==> config.mk <==
export PLATFORM = sky130hd
export DESIGN_NAME = v3_pulse_gen_flat
export DESIGN_NICKNAME = d
export VERILOG_FILES = /design/src/rtl/package_settings.sv /design/src/rtl/v3_pulse_gen_pkg.sv /design/src/rtl/v3_pulse_gen_if.sv /design/src/rtl/v3_pulse_gen_period_counter.sv /design/src/rtl/v3_pulse_gen.sv /design/src/flat_wrapper.sv
export SDC_FILE = /design/constraint.sdc
export NUM_CORES = 1
export LEC_CHECK = 0
export ABC_AREA = 1
export ABC_CLOCK_PERIOD_IN_PS = 2500
export CORE_MARGIN = 2
export CORE_UTILIZATION = 48
export CTS_CLUSTER_DIAMETER = 30
export DETAILED_ROUTE_END_ITERATION = 10
export GPL_TIMING_DRIVEN = 0
export PLACE_DENSITY = 0.69
export SYNTH_ARGS = -nofsm -noshare
export SYNTH_HDL_FRONTEND = slang
export SYNTH_SLANG_ARGS = --single-unit
==> constraint.sdc <==
create_clock -name clk -period 2.5 [get_ports clk]
set_input_delay 0.25 -clock clk [delete_from_list [all_inputs] [get_ports clk]]
set_output_delay 0.25 -clock clk [all_outputs]
set_load 0.05 [all_outputs]
==> src/rtl/package_settings.sv <==
`default_nettype none
// +----------------------------------------------------------------------+
// | package_settings                                                     |
// | Global sample-format settings shared by the v3 filter chain.         |
// | Revision: 1.0                                                        |
// +----------------------------------------------------------------------+
package package_settings;
  localparam int SIZE_ADC_DATA = 12;
endpackage
`default_nettype wire

==> src/rtl/v3_pulse_gen_pkg.sv <==
`default_nettype none
// +----------------------------------------------------------------------+
// | v3_pulse_gen_parameters                                              |
// | Defaults and FSM state encoding for the synthetic pulse generator.   |
// | Revision: 1.0                                                        |
// +----------------------------------------------------------------------+
package v3_pulse_gen_parameters;
  localparam int c_PERIOD_DEFAULT      = 256;
  localparam int c_RISE_SHIFT_DEFAULT  = 2;
  localparam int c_DECAY_SHIFT_DEFAULT = 4;
  localparam int c_FRAC_DEFAULT        = 8;

  typedef enum logic [1:0] {
    ST_IDLE  = 2'd0,
    ST_RISE  = 2'd1,
    ST_DECAY = 2'd2
  } pg_state_t;
endpackage
`default_nettype wire

==> src/rtl/v3_pulse_gen_if.sv <==
`default_nettype none
// +----------------------------------------------------------------------+
// | v3_pulse_gen_if                                                      |
// | Control and sample-stream signals of the synthetic pulse source.     |
// | Revision: 1.0                                                        |
// +----------------------------------------------------------------------+
interface v3_pulse_gen_if #(
  parameter int SIZE_ADC_DATA = package_settings::SIZE_ADC_DATA
);
  logic                     enable;
  logic                     trig;
  logic [SIZE_ADC_DATA-1:0] amplitude;
  logic [SIZE_ADC_DATA-1:0] baseline;
  logic [SIZE_ADC_DATA-1:0] output_data;
  logic                     pulse_start;
  logic                     busy;
  logic [15:0]              pulse_count;

  modport master (
    output enable, trig, amplitude, baseline,
    input  output_data, pulse_start, busy, pulse_count
  );

  modport slave (
    input  enable, trig, amplitude, baseline,
    output output_data, pulse_start, busy, pulse_count
  );
endinterface
`default_nettype wire

==> src/rtl/v3_pulse_gen_period_counter.sv <==
`default_nettype none
// +----------------------------------------------------------------------+
// | v3_period_counter                                                    |
// | Free-running 0..PERIOD-1 counter with a one-cycle wrap strobe.       |
// | Revision: 1.0                                                        |
// +----------------------------------------------------------------------+
module v3_period_counter #(
  parameter int PERIOD = 256
) (
  input  wire logic clk,
  input  wire logic reset,
  input  wire logic i_enable,
  output logic      o_wrap
);
  localparam int              c_CW   = $clog2(PERIOD);
  localparam logic [c_CW-1:0] c_LAST = c_CW'(PERIOD - 1);

  logic [c_CW-1:0] r_cnt;

  always_ff @(posedge clk or negedge reset) begin
    if (!reset) begin
      r_cnt <= '0;
    end else if (!i_enable || (r_cnt == c_LAST)) begin
      r_cnt <= '0;
    end else begin
      r_cnt <= r_cnt + 1'b1;
    end
  end

  // Strobe is combinational so the first trigger lands exactly PERIOD edges after reset
  assign o_wrap = i_enable && (r_cnt == c_LAST);
endmodule
`default_nettype wire

==> src/rtl/v3_pulse_gen.sv <==
`default_nettype none
// +----------------------------------------------------------------------+
// | v3_pulse_gen                                                         |
// | Linear-rise / exponential-decay pulse source on a live baseline.     |
// | Revision: 1.0                                                        |
// +----------------------------------------------------------------------+
module v3_pulse_gen
  import package_settings::*;
  import v3_pulse_gen_parameters::*;
#(
  parameter int PERIOD      = c_PERIOD_DEFAULT,
  parameter int RISE_SHIFT  = c_RISE_SHIFT_DEFAULT,
  parameter int DECAY_SHIFT = c_DECAY_SHIFT_DEFAULT,
  parameter int FRAC        = c_FRAC_DEFAULT
) (
  input wire logic        clk,
  input wire logic        reset,
  v3_pulse_gen_if.slave   bus
);
  localparam int               c_W         = SIZE_ADC_DATA;
  localparam int               c_AW        = SIZE_ADC_DATA + FRAC;
  localparam int               c_RCW       = (RISE_SHIFT > 0) ? RISE_SHIFT : 1;
  localparam logic [c_RCW-1:0] c_RISE_LAST = c_RCW'((1 << RISE_SHIFT) - 1);

  pg_state_t        r_state, w_state_next;
  logic [c_AW-1:0]  r_acc, w_acc_next;
  logic [c_W-1:0]   r_amp, r_out;
  logic [c_RCW-1:0] r_rise_cnt;
  logic             r_pulse_start, r_busy;
  logic [15:0]      r_count;
  logic             w_auto, w_go, w_start;

  v3_period_counter #(.PERIOD(PERIOD)) u_period (
    .clk      (clk),
    .reset    (reset),
    .i_enable (bus.enable),
    .o_wrap   (w_auto)
  );

  assign w_go = bus.trig | w_auto;

  logic [c_AW-1:0] w_step, w_rise_acc, w_decay_acc;
  logic [c_AW:0]   w_rise_sum;
  logic [c_W:0]    w_out_sum;
  logic [c_W-1:0]  w_out_sat;

  assign w_step      = c_AW'(r_amp) << (FRAC - RISE_SHIFT);
  assign w_rise_sum  = {1'b0, r_acc} + {1'b0, w_step};
  assign w_rise_acc  = w_rise_sum[c_AW] ? {c_AW{1'b1}} : w_rise_sum[c_AW-1:0];
  assign w_decay_acc = r_acc - (r_acc >> DECAY_SHIFT);
  assign w_out_sum   = {1'b0, bus.baseline} + {1'b0, r_acc[c_AW-1:FRAC]};
  assign w_out_sat   = w_out_sum[c_W] ? {c_W{1'b1}} : w_out_sum[c_W-1:0];

  always_ff @(posedge clk or negedge reset) begin
    if (!reset) r_state <= ST_IDLE;
    else        r_state <= w_state_next;
  end

  // A trigger in DECAY restarts the rise from the current level (pile-up)
  always_comb begin
    w_state_next = r_state;
    w_start      = 1'b0;
    case (r_state)
      ST_IDLE: begin
        if (w_go) begin
          w_start      = 1'b1;
          w_state_next = ST_RISE;
        end
      end
      ST_RISE: begin
        if (r_rise_cnt == c_RISE_LAST) w_state_next = ST_DECAY;
      end
      ST_DECAY: begin
        if (w_go) begin
          w_start      = 1'b1;
          w_state_next = ST_RISE;
        end else if (w_decay_acc[c_AW-1:FRAC] == '0) begin
          w_state_next = ST_IDLE;
        end
      end
      default: w_state_next = ST_IDLE;
    endcase
  end

  always_comb begin
    w_acc_next = r_acc;
    case (r_state)
      ST_RISE:  w_acc_next = w_rise_acc;
      ST_DECAY: begin
        if (!w_go) w_acc_next = (w_decay_acc[c_AW-1:FRAC] == '0) ? '0 : w_decay_acc;
      end
      default:  w_acc_next = r_acc;
    endcase
  end

  always_ff @(posedge clk or negedge reset) begin
    if (!reset) begin
      r_acc         <= '0;
      r_amp         <= '0;
      r_rise_cnt    <= '0;
      r_pulse_start <= 1'b0;
      r_busy        <= 1'b0;
      r_count       <= '0;
      r_out         <= '0;
    end else begin
      r_acc         <= w_acc_next;
      r_pulse_start <= w_start;
      r_busy        <= (r_state != ST_IDLE);
      r_out         <= w_out_sat;
      if (w_start) begin
        r_amp      <= bus.amplitude;
        r_rise_cnt <= '0;
        r_count    <= r_count + 16'd1;
      end else if (r_state == ST_RISE) begin
        r_rise_cnt <= r_rise_cnt + 1'b1;
      end
    end
  end

  assign bus.output_data = r_out;
  assign bus.pulse_start = r_pulse_start;
  assign bus.busy        = r_busy;
  assign bus.pulse_count = r_count;
endmodule
`default_nettype wire
==> src/flat_wrapper.sv <==
// flat-port wrapper written by rule: the top's interface ports become plain ports
module v3_pulse_gen_flat import package_settings::*; import v3_pulse_gen_parameters::*;
#(
  parameter int PERIOD      = c_PERIOD_DEFAULT,
  parameter int RISE_SHIFT  = c_RISE_SHIFT_DEFAULT,
  parameter int DECAY_SHIFT = c_DECAY_SHIFT_DEFAULT,
  parameter int FRAC        = c_FRAC_DEFAULT
)
  (clk, reset, bus_enable, bus_trig, bus_amplitude, bus_baseline, bus_output_data, bus_pulse_start, bus_busy, bus_pulse_count);
  v3_pulse_gen_if bus_i ();
  input wire logic clk;
  input wire logic reset;
  input wire logic [$bits(bus_i.enable)-1:0] bus_enable;
  input wire logic [$bits(bus_i.trig)-1:0] bus_trig;
  input wire logic [$bits(bus_i.amplitude)-1:0] bus_amplitude;
  input wire logic [$bits(bus_i.baseline)-1:0] bus_baseline;
  output wire logic [$bits(bus_i.output_data)-1:0] bus_output_data;
  output wire logic [$bits(bus_i.pulse_start)-1:0] bus_pulse_start;
  output wire logic [$bits(bus_i.busy)-1:0] bus_busy;
  output wire logic [$bits(bus_i.pulse_count)-1:0] bus_pulse_count;
  assign bus_i.enable = bus_enable;
  assign bus_i.trig = bus_trig;
  assign bus_i.amplitude = bus_amplitude;
  assign bus_i.baseline = bus_baseline;
  assign bus_output_data = bus_i.output_data;
  assign bus_pulse_start = bus_i.pulse_start;
  assign bus_busy = bus_i.busy;
  assign bus_pulse_count = bus_i.pulse_count;
  v3_pulse_gen #(.PERIOD(PERIOD), .RISE_SHIFT(RISE_SHIFT), .DECAY_SHIFT(DECAY_SHIFT), .FRAC(FRAC)) u_core (.clk(clk), .reset(reset), .bus(bus_i));
endmodule
==> results of run 1 <==
[cells in the final DEF, fill, tap and decap left out, types with 3 or more instances in the layout]
| cell type | n |
|---|---|
| sky130_fd_sc_hd__nand4_1 | 6 |
| sky130_fd_sc_hd__ha_2 | 4 |
| sky130_fd_sc_hd__o22ai_1 | 5 |
| sky130_fd_sc_hd__xnor2_1 | 10 |
| sky130_fd_sc_hd__clkdlybuf4s50_1 | 56 |
| sky130_fd_sc_hd__fa_2 | 3 |
| sky130_fd_sc_hd__buf_4 | 21 |
| sky130_fd_sc_hd__a32oi_1 | 7 |
| sky130_fd_sc_hd__clkbuf_1 | 3 |
| sky130_fd_sc_hd__bufinv_16 | 3 |
| sky130_fd_sc_hd__o21ai_1 | 4 |
| sky130_fd_sc_hd__ha_1 | 34 |
| sky130_fd_sc_hd__nor2_2 | 11 |
| sky130_fd_sc_hd__nand2_2 | 21 |
| sky130_fd_sc_hd__inv_1 | 104 |
| sky130_fd_sc_hd__nor3_1 | 6 |
| sky130_fd_sc_hd__nand2_4 | 5 |
| sky130_fd_sc_hd__dfrtp_1 | 60 |
| sky130_fd_sc_hd__nor2_4 | 5 |
| sky130_fd_sc_hd__nor2_1 | 54 |
| sky130_fd_sc_hd__clkbuf_16 | 9 |
| sky130_fd_sc_hd__nand3_1 | 52 |
| sky130_fd_sc_hd__nand2_1 | 205 |
| sky130_fd_sc_hd__ha_4 | 9 |
| sky130_fd_sc_hd__a21oi_1 | 49 |
| sky130_fd_sc_hd__nand3_2 | 9 |
| sky130_fd_sc_hd__or2_2 | 4 |
| sky130_fd_sc_hd__nand3b_1 | 6 |
| sky130_fd_sc_hd__dfrtp_2 | 14 |
| sky130_fd_sc_hd__inv_2 | 8 |
| sky130_fd_sc_hd__o21ai_0 | 22 |
| sky130_fd_sc_hd__xor2_1 | 16 |
| sky130_fd_sc_hd__a21oi_2 | 5 |
[timing repair]
action                                  in CTS  in global routing
pin swaps                                    1                 14
hold endpoints to repair                    30                  0
hold buffers                                 1                  0
resized for setup                           19                 88
buffers inserted                             2                 19
endpoints found under the setup margin      22                 24
[per-stage QoR]
step / cells / TNS [ns] / utilization (%) / hold slack, ns
final: 1009 / 0 / 63.2 / 0.397
after global routing: 1009 / -0.615 / 63.2 / 0.440
after CTS: 990 / 0 / 59.1 / 0.415
after detailed placement: 973 / -6.03 / 55.6 / 0.215
after global placement: 972 / -103.96 / 55.3 / 0.444
after floorplan: 772 / 0 / - / -0.0456
[state kept, by name (all words and copies together), names as in the netlist]
register	cells
u_core.u_period.r_cnt	8
u_core.bus.pulse_start	1
u_core.r_acc	20
u_core.bus.output_data	12
u_core.r_state	2
u_core.bus.pulse_count	16
u_core.r_rise_cnt	2
u_core.bus.busy	1
u_core.r_amp	12
[per-layer routing]
metal  GRT usage [%]  up-vias
met2            38.3      108
li1                -     2686
met1            31.1     2536
met4            9.75        0
met3            3.44       22
met5               0        -
[layout make-up]
class	instances	area (sq um)
buffer	7	31.3
clock buffer	9	225
clock inverter	5	105
fill	972	4150
inverter	114	430
multi-input combinational	577	3520
sequential	74	1870
tap	143	179
timing repair buffer	80	767
[cells by family (layout without fill, tap and decap cells)]
family / after synthesis / in the layout / share of synthesized area (%)
AND/OR/NAND/NOR: 393 / 393 / 31.0
buffers and inverters: 121 / 215 / 8.32
AO/OA/AOI/OAI: 108 / 108 / 11.0
flip-flops: 74 / 74 / 33.7
adder cells (fa/ha/maj): 50 / 50 / 11.8
XOR/XNOR: 26 / 26 / 4.15
[path summary, 6_finish.rpt]
path / startpoint / end / slack (ns) / cells past startpoint
max: u_core.r_acc[0] / u_core.r_acc[0] / 0.05 / 17
max reg2reg: u_core.r_acc[0] / u_core.r_acc[0] / 0.05 / 17
min in group clk: bus_amplitude[0] / u_core.r_amp[0] / 0.45 / 3
min: reset / u_core.bus.output_data[7] / 0.40 / 2
min reg2reg: u_core.u_period.r_cnt[0] / u_core.u_period.r_cnt[0] / 0.46 / 1
max in group asynchronous: reset / u_core.bus.busy / 1.55 / 3
==> run_summary.xml, run 1 <==
<?xml version="1.0" encoding="UTF-8"?>
<metrics>
  <group name="place">
    <metric name="detailedPlacementHpwl" unit="mm">11.2</metric>
    <metric name="placement.io_buffers" unit="">57</metric>
    <metric name="gp_routability_congestion" unit="">0.930</metric>
    <metric name="placement.setup.worst_slack" unit="ns">-0.480</metric>
    <metric name="detailed_place.area" unit="sq um">6260</metric>
  </group>
  <group name="floorplan">
    <metric name="floorplan.initialDensity" unit="%">48.7</metric>
    <metric name="placementRows" unit="">39</metric>
    <metric name="ios" unit="">58</metric>
    <metric name="die-area" unit="sq um">12300</metric>
    <metric name="placeableCoreArea" unit="sq um">11300</metric>
    <metric name="die_height" unit="um">111</metric>
    <metric name="die_x" unit="um">111</metric>
  </group>
  <group name="synth">
    <metric name="async_reset_ff_share" unit="%">100</metric>
    <metric name="synthesis.nets" unit="">850</metric>
    <metric name="syn_area" unit="sq um">5490</metric>
    <metric name="synth_area_leaders" unit="">sky130_fd_sc_hd__dfrtp_1 (34%), sky130_fd_sc_hd__nand2_1 (15%), sky130_fd_sc_hd__ha_1 (11%)</metric>
    <metric name="synthFlopType" unit="">sky130_fd_sc_hd__dfrtp_1</metric>
    <metric name="synthCells" unit="">772</metric>
    <metric name="synth_area_leader_cell" unit="">sky130_fd_sc_hd__dfrtp_1</metric>
    <metric name="synth_edf_count" unit="">0</metric>
    <metric name="postSynthAreaPerCell" unit="sq um">7.11</metric>
    <metric name="ys_top_cells_by_count" unit="">sky130_fd_sc_hd__nand2_1 (224), sky130_fd_sc_hd__inv_1 (112), sky130_fd_sc_hd__dfrtp_1 (74)</metric>
    <metric name="yosysUniqueCellTypes" unit="">41</metric>
    <metric name="synth.yosys.warnings" unit="">0</metric>
    <metric name="synthMostInstantiatedCell" unit="">sky130_fd_sc_hd__nand2_1</metric>
    <metric name="synthDominantCellAreaShare" unit="%">33.7</metric>
    <metric name="synth-seq-area-share" unit="%">33.7</metric>
    <metric name="postSynthRegisterBits" unit="">74</metric>
  </group>
  <group name="route">
    <metric name="vias_per_cell" unit="">5.30</metric>
    <metric name="top_layer" unit="">met4</metric>
    <metric name="first_iter_violations" unit="">353</metric>
    <metric name="wl_per_cell" unit="um">14.7</metric>
    <metric name="dr_wl_met2" unit="mm">7.23</metric>
    <metric name="m1WireLength" unit="mm">6.70</metric>
    <metric name="drc_errors" unit="">0</metric>
    <metric name="drt_wl_total" unit="mm">14.8</metric>
    <metric name="ant_nets" unit="">0</metric>
    <metric name="num_vias" unit="">5352</metric>
    <metric name="firstDrtPassIters" unit="">5</metric>
    <metric name="met3RoutedLength" unit="um">571</metric>
  </group>
  <group name="sta">
    <metric name="finalCritPeriodShare" unit="%">97.9</metric>
    <metric name="finalCriticalPeriod" unit="ns">2.45</metric>
    <metric name="hold_violations" unit="">0</metric>
    <metric name="timing.max_slew.rel_slack" unit="%">66.4</metric>
    <metric name="grt_setup_unrepaired" unit="">true</metric>
    <metric name="timing.clock.skew" unit="ns">0.00550</metric>
    <metric name="setup_slack" unit="ns">0.0532</metric>
    <metric name="report.final.slew_viol_count" unit="">0</metric>
    <metric name="timing.fmax" unit="GHz">0.409</metric>
    <metric name="setup_violations" unit="">0</metric>
    <metric name="max_slew.worst_pin.slew" unit="ns">0.503</metric>
  </group>
  <group name="critical_path">
    <metric name="critPathTopFamily" unit="">simple AND/OR/NAND/NOR gates</metric>
    <metric name="critPathMaxStageDelay" unit="ns">0.38</metric>
    <metric name="cpMaxStageDelayCell" unit="">sky130_fd_sc_hd__dfrtp_1</metric>
    <metric name="critPathLaunchType" unit="">register</metric>
    <metric name="worstPathArrival" unit="ns">2.65</metric>
    <metric name="worst-setup-path-type" unit="">register to register</metric>
    <metric name="crit_path_cell_trace" unit="">inv_1 &gt; ha_2 &gt; inv_2 &gt; fa_2 &gt; nand3_2 &gt; nand3_4 &gt; buf_6 &gt; nand3_4 &gt; nand4_1 &gt; nand2_2 &gt; inv_2 &gt; nor2_1 &gt; nand2_1 &gt; nor2_2 &gt; nand2_4 &gt; nand3b_1 &gt; a21oi_1</metric>
    <metric name="critical_path_buf_inv_count" unit="">4</metric>
    <metric name="path_max_fanout" unit="">8</metric>
    <metric name="timing.critical_path.to_type" unit="">register</metric>
    <metric name="cp_data_required_time" unit="ns">2.70</metric>
  </group>
  <group name="cts">
    <metric name="cts_tree" unit="">yes</metric>
    <metric name="clockBufferDepth" unit="">2</metric>
    <metric name="clock-root-buffer" unit="">sky130_fd_sc_hd__clkbuf_16</metric>
    <metric name="cts_max_level" unit="">3</metric>
    <metric name="worstSkewPairLatency" unit="ns">0.33</metric>
    <metric name="cts-buffers-inserted" unit="">9</metric>
    <metric name="clk_transition_reported_paths" unit="ns">0.06</metric>
    <metric name="tritoncts_num_sinks" unit="">74</metric>
  </group>
  <group name="global_routing">
    <metric name="antenna_found_initial" unit="">0</metric>
    <metric name="gr-usage-all-layers" unit="%">23.4</metric>
    <metric name="grt_start_max_net_pins" unit="">45</metric>
    <metric name="grt.overflow.total" unit="">0</metric>
    <metric name="number_of_global_route_vias_before_repair" unit="">5069</metric>
    <metric name="grt_pass1_wl" unit="mm">23.5</metric>
  </group>
  <group name="layout">
    <metric name="num-nets-final" unit="">941</metric>
    <metric name="diodes" unit="">0</metric>
    <metric name="area_growth" unit="%">29.8</metric>
    <metric name="layout-drive-gt1-share" unit="%">16.9</metric>
    <metric name="finished_cell_area" unit="sq um">7120</metric>
  </group>
  <group name="run_status">
    <metric name="status" unit="">finished, final reports clean</metric>
  </group>
  <group name="flow_run">
    <metric name="max-cap-violations" unit="">0</metric>
  </group>
  <group name="worst_hold_path">
    <metric name="worstHoldPathType" unit="">input port to async pin</metric>
  </group>
</metrics>
Power of run 1 is not shown: default switching activity piles up to over one toggle a cycle in this logic, so the estimate is an artifact.
==> inputs of run 2 (changes only) <==
--- a/config.mk
+++ b/config.mk
@@ -9,6 +9,7 @@
 export ABC_CLOCK_PERIOD_IN_PS = 2500
 export CORE_MARGIN = 2
 export CORE_UTILIZATION = 48
+export CTS_BUF_LIST = sky130_fd_sc_hd__clkbuf_4
 export CTS_CLUSTER_DIAMETER = 30
 export DETAILED_ROUTE_END_ITERATION = 10
 export GPL_TIMING_DRIVEN = 0
==> run 2 against run 1 <==
Effect of this change:
- sequential share of layout area is 0.35 points higher
- highest routed layer unchanged
- global-route usage is 0.34 points lower
- register-to-register slack worse by 0.03 ns
- largest cell class unchanged
==> run_summary.xml, run 2 (synthesis gave the netlist of run 1 again) <==
<?xml version="1.0" encoding="UTF-8"?>
<metrics>
  <group name="run_status">
    <metric name="status" unit="">finished, final reports clean</metric>
  </group>
  <group name="critical_path">
    <metric name="path_max_fanout" unit="">8</metric>
    <metric name="worst-r2r-setup-slack" unit="ns">0.03</metric>
    <metric name="worst-setup-path-type" unit="">register to register</metric>
    <metric name="worstPathArrival" unit="ns">2.78</metric>
    <metric name="worstReg2RegStart" unit="">u_core.r_acc[0]</metric>
    <metric name="crit_path_start" unit="">u_core.r_acc[0]</metric>
    <metric name="crit_end" unit="">u_core.r_acc[0]</metric>
    <metric name="worst_r2r_endpoint" unit="">u_core.r_acc[0]</metric>
    <metric name="critPathMaxStageDelay" unit="ns">0.40</metric>
    <metric name="cpMaxStageDelayCell" unit="">sky130_fd_sc_hd__dfrtp_1</metric>
    <metric name="timing.critical_path.to_type" unit="">register</metric>
    <metric name="cp_data_required_time" unit="ns">2.81</metric>
    <metric name="critPathLaunchType" unit="">register</metric>
    <metric name="ff2ff_path_depth" unit="">17</metric>
    <metric name="crit_path_cell_trace" unit="">inv_1 &gt; ha_2 &gt; inv_2 &gt; fa_2 &gt; nand3_2 &gt; nand3_4 &gt; buf_6 &gt; nand3_4 &gt; nand4_1 &gt; nand2_2 &gt; inv_2 &gt; nor2_1 &gt; nand2_1 &gt; nor2_2 &gt; nand2_4 &gt; nand3b_1 &gt; a21oi_1</metric>
  </group>
  <group name="layout">
    <metric name="postLayoutCoreUtil" unit="%">62.4</metric>
    <metric name="layout-drive-gt1-share" unit="%">16.9</metric>
    <metric name="largest_register_ff_count" unit="">20</metric>
    <metric name="largest-register" unit="">u_core.r_acc</metric>
    <metric name="num-nets-final" unit="">947</metric>
    <metric name="multi_input_comb_area" unit="sq um">3530</metric>
    <metric name="fill_count" unit="">980</metric>
    <metric name="mostFrequentLayoutCell" unit="">sky130_fd_sc_hd__nand2_1</metric>
    <metric name="most-common-layout-cells" unit="">sky130_fd_sc_hd__nand2_1 (209), sky130_fd_sc_hd__inv_1 (107), sky130_fd_sc_hd__dfrtp_1 (60)</metric>
    <metric name="ff_latch_area" unit="sq um">1870</metric>
    <metric name="area_growth" unit="%">28.1</metric>
    <metric name="finish.cell_count_without_fillers" unit="">1016</metric>
  </group>
  <group name="place">
    <metric name="gp_routability_congestion" unit="">0.930</metric>
    <metric name="placement.setup.worst_slack" unit="ns">-0.480</metric>
    <metric name="placedCellCount" unit="">973</metric>
    <metric name="placement.io_buffers" unit="">57</metric>
    <metric name="detailedPlacementHpwl" unit="mm">11.2</metric>
  </group>
  <group name="route">
    <metric name="vias_per_cell" unit="">5.33</metric>
    <metric name="drc_errors" unit="">0</metric>
    <metric name="wl_per_cell" unit="um">14.5</metric>
    <metric name="ant_nets" unit="">0</metric>
    <metric name="num_vias" unit="">5419</metric>
    <metric name="firstDrtPassIters" unit="">5</metric>
    <metric name="first_iter_violations" unit="">308</metric>
    <metric name="drt_wl_total" unit="mm">14.8</metric>
  </group>
  <group name="cts">
    <metric name="clockBufferDepth" unit="">2</metric>
    <metric name="cts_max_level" unit="">3</metric>
    <metric name="clk_transition_reported_paths" unit="ns">0.13</metric>
    <metric name="tritoncts_num_sinks" unit="">74</metric>
    <metric name="clock-root-buffer" unit="">sky130_fd_sc_hd__clkbuf_4</metric>
    <metric name="cts_tree" unit="">yes</metric>
    <metric name="worstSkewPairLatency" unit="ns">0.42</metric>
    <metric name="cts-buffers-inserted" unit="">9</metric>
  </group>
  <group name="global_routing">
    <metric name="grt.overflow.total" unit="">0</metric>
    <metric name="gr-usage-all-layers" unit="%">23.0</metric>
    <metric name="antenna_found_initial" unit="">1</metric>
    <metric name="number_of_global_route_vias_before_repair" unit="">5019</metric>
    <metric name="grt_pass1_wl" unit="mm">23.3</metric>
    <metric name="grt_start_max_net_pins" unit="">45</metric>
  </group>
  <group name="sta">
    <metric name="max_slew.worst_pin.slew" unit="ns">0.503</metric>
    <metric name="finalCriticalPeriod" unit="ns">2.47</metric>
    <metric name="hold_violations" unit="">0</metric>
    <metric name="report.final.slew_viol_count" unit="">0</metric>
    <metric name="setup_slack" unit="ns">0.0262</metric>
    <metric name="timing.max_slew.rel_slack" unit="%">66.4</metric>
    <metric name="totalNegativeSetupSlack" unit="ns">0</metric>
    <metric name="timing.clock.skew" unit="ns">0.0175</metric>
    <metric name="setup_violations" unit="">0</metric>
    <metric name="finalCritPeriodShare" unit="%">99.0</metric>
    <metric name="timing.fmax" unit="GHz">0.404</metric>
    <metric name="grt_setup_unrepaired" unit="">true</metric>
  </group>
  <group name="floorplan">
    <metric name="die_height" unit="um">111</metric>
    <metric name="floorplan.initialDensity" unit="%">48.7</metric>
    <metric name="placementRows" unit="">39</metric>
    <metric name="die-area" unit="sq um">12300</metric>
    <metric name="die_x" unit="um">111</metric>
    <metric name="placeableCoreArea" unit="sq um">11300</metric>
    <metric name="ios" unit="">58</metric>
  </group>
  <group name="worst_hold_path">
    <metric name="worstHoldPathType" unit="">input port to async pin</metric>
  </group>
  <group name="flow_run">
    <metric name="max-cap-violations" unit="">0</metric>
  </group>
</metrics>
run 2: changes by cell type in the layout (fill, tap and decap cells not counted), sizes merged:
cell	delta
buf	+7
clkbuf	-1
diode	+1
run 2: metal layers:
metal  vias to the layer above  part of all wire, %  GRT usage, %
met3                        30                  5.0          3.28
li1                       2693                    -             -
met4                         0                  2.4          8.00
met1                      2541                   44          31.0
met5                         -                    0             0
met2                       155                   48          38.2
run 2: worst min-delay path by stage:
stage | endpoint | cells after the start | start | slack [ns]
after floorplan | u_core.bus.busy | 0 | reset | -0.05
after global placement | u_core.u_period.r_cnt[0] | 1 | u_core.u_period.r_cnt[0] | 0.44
after detailed placement | u_core.bus.output_data[7] | 1 | reset | 0.22
after CTS | u_core.r_acc[0] | 2 | reset | 0.30
after global routing | u_core.bus.output_data[7] | 2 | reset | 0.32
final | u_core.bus.output_data[7] | 2 | reset | 0.30
run 2: through the flow:
step | cell area [sq um] | hold slack [ns]
floorplan | 5490 | -0.0456
global placement | 6240 | 0.444
detailed placement | 6260 | 0.215
CTS | 6490 | 0.303
global route | 7030 | 0.317
finish | 7030 | 0.299
run 2: cell type report:
type                            count  area share, %
Inverter                          114           6.12
Timing Repair Buffer               86           11.5
Buffer                              7          0.445
Tap cell                          143           2.55
Clock buffer                        9          0.961
Clock inverter                      5           1.50
Multi-Input combinational cell    577           50.3
Sequential cell                    74           26.6
Antenna cell                        1         0.0356
run 2: critical path, delay by kind of cell, from the launching register on:
family / cells / cell delay (ns)
adders and majority gates: 2 / 0.57
DFF: 1 / 0.40
and+or+nand+nor: 10 / 1.00
AOI/OAI and AO/OA: 1 / 0.08
buffers and inverters: 4 / 0.29
run 2: repair_timing:
| action | CTS | global route |
|---|---|---|
| endpoints found under the hold margin | 30 | 0 |
| setup buffers | 2 | 24 |
| hold buffers | 1 | 0 |
| gates cloned | 0 | 1 |
| pin swaps | 1 | 13 |
| resized for setup | 16 | 86 |
| endpoints found under the setup margin | 22 | 24 |
Power of run 2 is left out for the same reason.
==> inputs of run 3 (changes only) <==
--- a/config.mk
+++ b/config.mk
@@ -7,6 +7,7 @@
 export LEC_CHECK = 0
 export ABC_AREA = 1
 export ABC_CLOCK_PERIOD_IN_PS = 2500
+export CAP_MARGIN = 20
 export CORE_MARGIN = 2
 export CORE_UTILIZATION = 48
 export CTS_BUF_LIST = sky130_fd_sc_hd__clkbuf_4
==> results of run 3 <==
Final layout, timing and power as in run 2 (identical DEF).
Power of run 3 is left out for the same reason.
